## config.mk

```make
export PLATFORM = sky130hd
export DESIGN_NAME = xorshift_burst_gen
export DESIGN_NICKNAME = d
export VERILOG_FILES = /design/src/rtl/xorshift_burst_gen.sv
export SDC_FILE = /design/constraint.sdc
export NUM_CORES = 1
export LEC_CHECK = 0
export BUFFER_PORTS_ARGS = -buffer_cell sky130_fd_sc_hd__buf_2
export CAP_MARGIN = 15
export CORE_UTILIZATION = 55
export DETAILED_ROUTE_END_ITERATION = 12
export GPL_TIMING_DRIVEN = 0
export PLACE_DENSITY = 0.88
export SETUP_SLACK_MARGIN = 0.05
export SLEW_MARGIN = 10
export SYNTH_ARGS = -nofsm -noshare
export SYNTH_HDL_FRONTEND = slang
export SYNTH_SLANG_ARGS = --single-unit
```

## constraint.sdc

```tcl
create_clock -name clk -period 1.9 [get_ports clk]
set_input_delay 0 -clock clk [delete_from_list [all_inputs] [get_ports clk]]
set_output_delay 0 -clock clk [all_outputs]
set_load 0.005 [all_outputs]
```

## src/rtl/xorshift_burst_gen.sv

```systemverilog
// rtl/xorshift_burst_gen.sv - xorshift pseudo-random burst generator feeding a FIFO write port
//
// Purpose: on an accepted seed, emits NUM_OUT xorshift words (mode 0) or an
// unbounded stream (mode 1), stalling on fifo_full and ending early on stop.
//
// Ports:
//   clk        in   single clock
//   rst_n      in   asynchronous active-low reset
//   in_valid   in   seed strobe, accepted only in IDLE
//   seed       in   seed value, sampled with in_valid
//   mode       in   0 = burst of NUM_OUT words, 1 = continuous
//   stop       in   ends a run early, RUN only
//   fifo_full  in   write-side backpressure
//   out_valid  out  rand_num is written this cycle
//   rand_num   out  current random word
//   out_cnt    out  index of the current word within the run
//   busy       out  state is not IDLE
//   done       out  one-cycle pulse when a run ends
//
// Configuration macro: XS_ZERO_SEED_GUARD_EN - replace a zero seed by SEED_DEFAULT.

module xorshift_burst_gen #(
    parameter int               WIDTH        = 32,
    parameter int               SHIFT_A      = 13,
    parameter int               SHIFT_B      = 17,
    parameter int               SHIFT_C      = 5,
    parameter int               NUM_OUT      = 256,
    parameter int               CNT_W        = $clog2(NUM_OUT),
    parameter logic [WIDTH-1:0] SEED_DEFAULT = {{(WIDTH-1){1'b0}}, 1'b1}
) (
    input  logic             clk,
    input  logic             rst_n,
    input  logic             in_valid,
    input  logic [WIDTH-1:0] seed,
    input  logic             mode,
    input  logic             stop,
    input  logic             fifo_full,
    output logic             out_valid,
    output logic [WIDTH-1:0] rand_num,
    output logic [CNT_W-1:0] out_cnt,
    output logic             busy,
    output logic             done
);

    localparam logic [1:0] ST_IDLE = 2'd0;
    localparam logic [1:0] ST_RUN  = 2'd1;
    localparam logic [1:0] ST_DONE = 2'd2;

    localparam logic [CNT_W-1:0] LAST_IDX = CNT_W'(NUM_OUT - 1);

`ifdef XS_ZERO_SEED_GUARD_EN
    localparam bit GUARD_EN = 1'b1;
`else
    localparam bit GUARD_EN = 1'b0;
`endif

    logic [1:0]       state_q, state_d;
    logic [WIDTH-1:0] x_q, x_d;
    logic [CNT_W-1:0] cnt_q, cnt_d;
    logic             mode_q, mode_d;
    logic [WIDTH-1:0] seed_eff;

    function automatic logic [WIDTH-1:0] xs(input logic [WIDTH-1:0] x);
        logic [WIDTH-1:0] a;
        logic [WIDTH-1:0] b;
        a = x ^ (x << SHIFT_A);
        b = a ^ (a >> SHIFT_B);
        return b ^ (b << SHIFT_C);
    endfunction

    // Zero is the xorshift fixed point; the guard swaps it for a usable seed.
    assign seed_eff = (GUARD_EN && (seed == '0)) ? SEED_DEFAULT : seed;

    // A transfer needs both a free FIFO and no stop; stop takes priority.
    assign out_valid = (state_q == ST_RUN) && !fifo_full && !stop;
    assign rand_num  = x_q;
    assign out_cnt   = cnt_q;
    assign busy      = (state_q != ST_IDLE);
    assign done      = (state_q == ST_DONE);

    always_comb begin
        state_d = state_q;
        x_d     = x_q;
        cnt_d   = cnt_q;
        mode_d  = mode_q;
        case (state_q)
            ST_IDLE: begin
                if (in_valid) begin
                    state_d = ST_RUN;
                    x_d     = xs(seed_eff);
                    cnt_d   = '0;
                    mode_d  = mode;
                end
            end
            ST_RUN: begin
                if (stop) begin
                    state_d = ST_DONE;
                end else if (!fifo_full) begin
                    x_d   = xs(x_q);
                    // Wraps naturally in continuous mode.
                    cnt_d = cnt_q + CNT_W'(1);
                    if (!mode_q && (cnt_q == LAST_IDX)) begin
                        state_d = ST_DONE;
                    end
                end
            end
            ST_DONE: begin
                state_d = ST_IDLE;
            end
            default: begin
                state_d = ST_IDLE;
            end
        endcase
    end

    always_ff @(posedge clk or negedge rst_n) begin
        if (!rst_n) begin
            state_q <= ST_IDLE;
            x_q     <= '0;
            cnt_q   <= '0;
            mode_q  <= 1'b0;
        end else begin
            state_q <= state_d;
            x_q     <= x_d;
            cnt_q   <= cnt_d;
            mode_q  <= mode_d;
        end
    end

endmodule

```

==> results.json <==
{
  "clkLatencyLatePin_ns": 0.31,
  "wl_met1_um": 3770,
  "slew-limit-headroom_pct": 33.9,
  "gp_congestion": 0.929,
  "grt_overflow": 0,
  "final_nets": 478,
  "clock_skew_ns": 0.0106,
  "crit_buf_inv": 3,
  "wl_per_cell_um": 19.2,
  "initial_core_util_pct": 57.1,
  "power.leakage_nw": 1.78,
  "fin_crit_ns": 1.79,
  "r2r_slack_ns": 0.11,
  "fin_util_pct": 67.9,
  "cts_max_level": 2,
  "power_density_nw_per_um2": 1940,
  "grt_pass1_wl_um": 14900,
  "finalHoldViolCount": 0,
  "yosysWarnings": 0,
  "die_h_um": 80.6,
  "io_pins": 81,
  "cts_tree": "done",
  "root_buffer": "clkbuf_8",
  "drt_iter0_markers": 318,
  "syn-num-nets": 389,
  "ys_seq_elements": 43,
  "drc": 0,
  "reg2reg_to": "out_cnt[4]",
  "slew_violations": 0,
  "finalPower_mw": 7.86,
  "crit_end": "out_cnt[4]",
  "cp.depth": 8,
  "synth.distinct_cells": 43,
  "routed.top_layer": "met4",
  "place.port_buffers": 80,
  "vias_per_cell": 6.18,
  "grt_max_degree": 44,
  "final_cell_mix": "buf_2 (88), xnor2_1 (80), dfrtp_1 (43)",
  "fin_crit_sh_pct": 94.1,
  "n_antenna_cell": 0,
  "instances_no_fill": 515,
  "cts.sinks": 43,
  "antenna_found_initial": 0,
  "path_class": "register to register",
  "hold_slack_ns": 0.0470,
  "cp_max_fo": 10,
  "vias": 3182,
  "cap_violations": 0,
  "synth_area_per_cell_um2": 9.71,
  "core_region_area_um2": 5960,
  "ff2ff_path_depth": 8,
  "die-area_um2": 6500,
  "synthCells": 350,
  "wirelength_um": 9860,
  "place_inst": 505,
  "clk_path_buf_depth": 2,
  "grt_usage_pct": 31.2,
  "worst_slack_ns": 0.111,
  "ir_drop_v": 0.00101,
  "syn2layout_area_growth_pct": 19.0,
  "setup_violations": 0,
  "grt_pass1_vias": 3113,
  "worstReg2RegStart": "state_q[0]",
  "crit_slowest_cell": "dfrtp_1",
  "cts_made_buffers": 5,
  "dp.final_hpwl_um": 7200,
  "crit_chain": "buf_4, nor3b_4, nand3_1, inv_2, buf_4, nand4_1, xor2_1, nor2_1",
  "chipWidth_um": 80.6,
  "cts_setup_buffers": 0,
  "arrival_ns": 1.97,
  "tightest_slew_ns": 0.992,
  "drive_gt1_share_pct": 25.7,
  "startpoint": "state_q[0]",
  "endpoint_kind": "register",
  "status": "finished, final reports clean",
  "wl_met3_um": 988,
  "max_stage_delay_ns": 0.33,
  "rsz0062_at_grt": "true",
  "wl_met2_um": 4680,
  "drt_first_pass_iters": 6,
  "nFillCells": 453,
  "dp_slack_ns": -0.0132,
  "clkTransAtPathRegs_ns": 0.08,
  "path_common_cell": "buf_4",
  "hp-class": "input port to register",
  "clock.fmax_ghz": 0.559,
  "final_common_cell": "buf_2",
  "ant_nets": 0,
  "required_ns": 2.08,
  "syn_area_um2": 3400,
  "path_delay_family": "simple AND/OR/NAND/NOR gates",
  "rows": 28,
  "cp-start-kind": "register",
  "ys_seq_area_share_pct": 31.7
}
[registers in the layout, indices dropped and copies added, names as in the netlist]
name,flops
rand_num,32
out_cnt,8
state_q,2
mode_q,1
[kinds of logic (layout without fill, tap and decap cells)]
logic type / count (synthesis) / in the layout / synth area share, %
compound gates: 80 / 80 / 16.9
xor+xnor: 126 / 126 / 36.8
fa+ha+maj: 1 / 1 / 0.368
buf+inv: 26 / 116 / 3.42
flops: 43 / 43 / 31.7
mux: 1 / 1 / 0.331
simple gates: 73 / 73 / 10.6
[per-stage QoR]
stage | instance area (um^2) | TNS, ns
floorplan | 3400 | 0
global placement | 3890 | 0
detailed placement | 3890 | -0.0132
CTS | 4030 | 0
global route | 4040 | 0
finish | 4040 | 0
[area by class of cell]
type | count | area, um^2 | area share [%]
Inverter | 4 | 15.0 | 0.371
Clock buffer | 6 | 82.6 | 2.04
Multi-Input combinational cell | 281 | 2210 | 54.7
Clock inverter | 2 | 35.0 | 0.866
Tap cell | 75 | 93.8 | 2.32
Timing Repair Buffer | 82 | 420 | 10.4
Sequential cell | 43 | 1080 | 26.6
Buffer | 22 | 110 | 2.72
[worst register-to-register path, stage by stage (launching register included)]
cell,delay (ns)
dfrtp_1,0.33
buf_4,0.15
nor3b_4,0.28
nand3_1,0.21
inv_2,0.15
buf_4,0.21
nand4_1,0.13
xor2_1,0.16
nor2_1,0.05
[timing repair]
action / in CTS / in global routing
hold buffers: 2 / 0
setup endpoints to repair: 9 / 18
resized for setup: 1 / 11
endpoints found under the hold margin: 44 / 0
[how the worst min path moves through the flow]
stage | from | end | slack (ns) | cells past startpoint
after floorplan | rst_n | mode_q | -0.30 | 0
after global placement | rst_n | out_cnt[2] | 0.21 | 1
after detailed placement | rst_n | out_cnt[4] | 0.21 | 1
after CTS | seed[1] | rand_num[1] | 0.05 | 4
after global routing | seed[1] | rand_num[1] | 0.07 | 4
final | seed[1] | rand_num[1] | 0.05 | 4
[per-layer routing]
layer | GRT usage (%) | up-vias
met3 | 5.34 | 50
met4 | 18.6 | 0
li1 | - | 1397
met1 | 38.3 | 1510
met5 | 0 | -
met2 | 51.0 | 225
[where the power goes]
part / switching [mW] / total (mW) / internal, mW
logic: 2.82 / 5.31 / 2.50
clock network: 0.343 / 0.769 / 0.426
registers: 0.484 / 1.78 / 1.30
total: 3.64 / 7.86 / 4.22
[cells in the mapped netlist, drive strengths merged]
master / count / share of area [%]
o211ai: 1 / 0.22
xor3: 2 / 1.4
nand2b: 1 / 0.18
o22ai: 2 / 0.37
clkbuf: 10 / 1.1
nor2b: 2 / 0.37
nand3: 5 / 0.74
nor3: 1 / 0.15
nor4b: 5 / 1.3
a22o: 2 / 0.52
nand2: 19 / 2.1
or4: 2 / 0.44
nand4: 2 / 0.37
nor3b: 1 / 0.55
mux2: 1 / 0.33
o21ai: 17 / 2.6
xnor2: 82 / 22
o21a: 2 / 0.44
a2bb2oi: 1 / 0.26
ha: 1 / 0.37
a311oi: 1 / 0.26
xnor3: 6 / 4.0
a22oi: 14 / 3.1
and3: 2 / 0.37
a221o: 3 / 0.88
or2: 2 / 0.37
buf: 12 / 1.9
o31ai: 3 / 0.66
xor2: 36 / 9.5
nand4bb: 1 / 0.33
a21oi: 10 / 1.5
o2bb2ai: 12 / 3.1
o221ai: 10 / 2.6
a211oi: 2 / 0.44
inv: 4 / 0.44
nor2: 30 / 3.3
dfrtp: 43 / 32
Power figures use the tool's default switching activity.
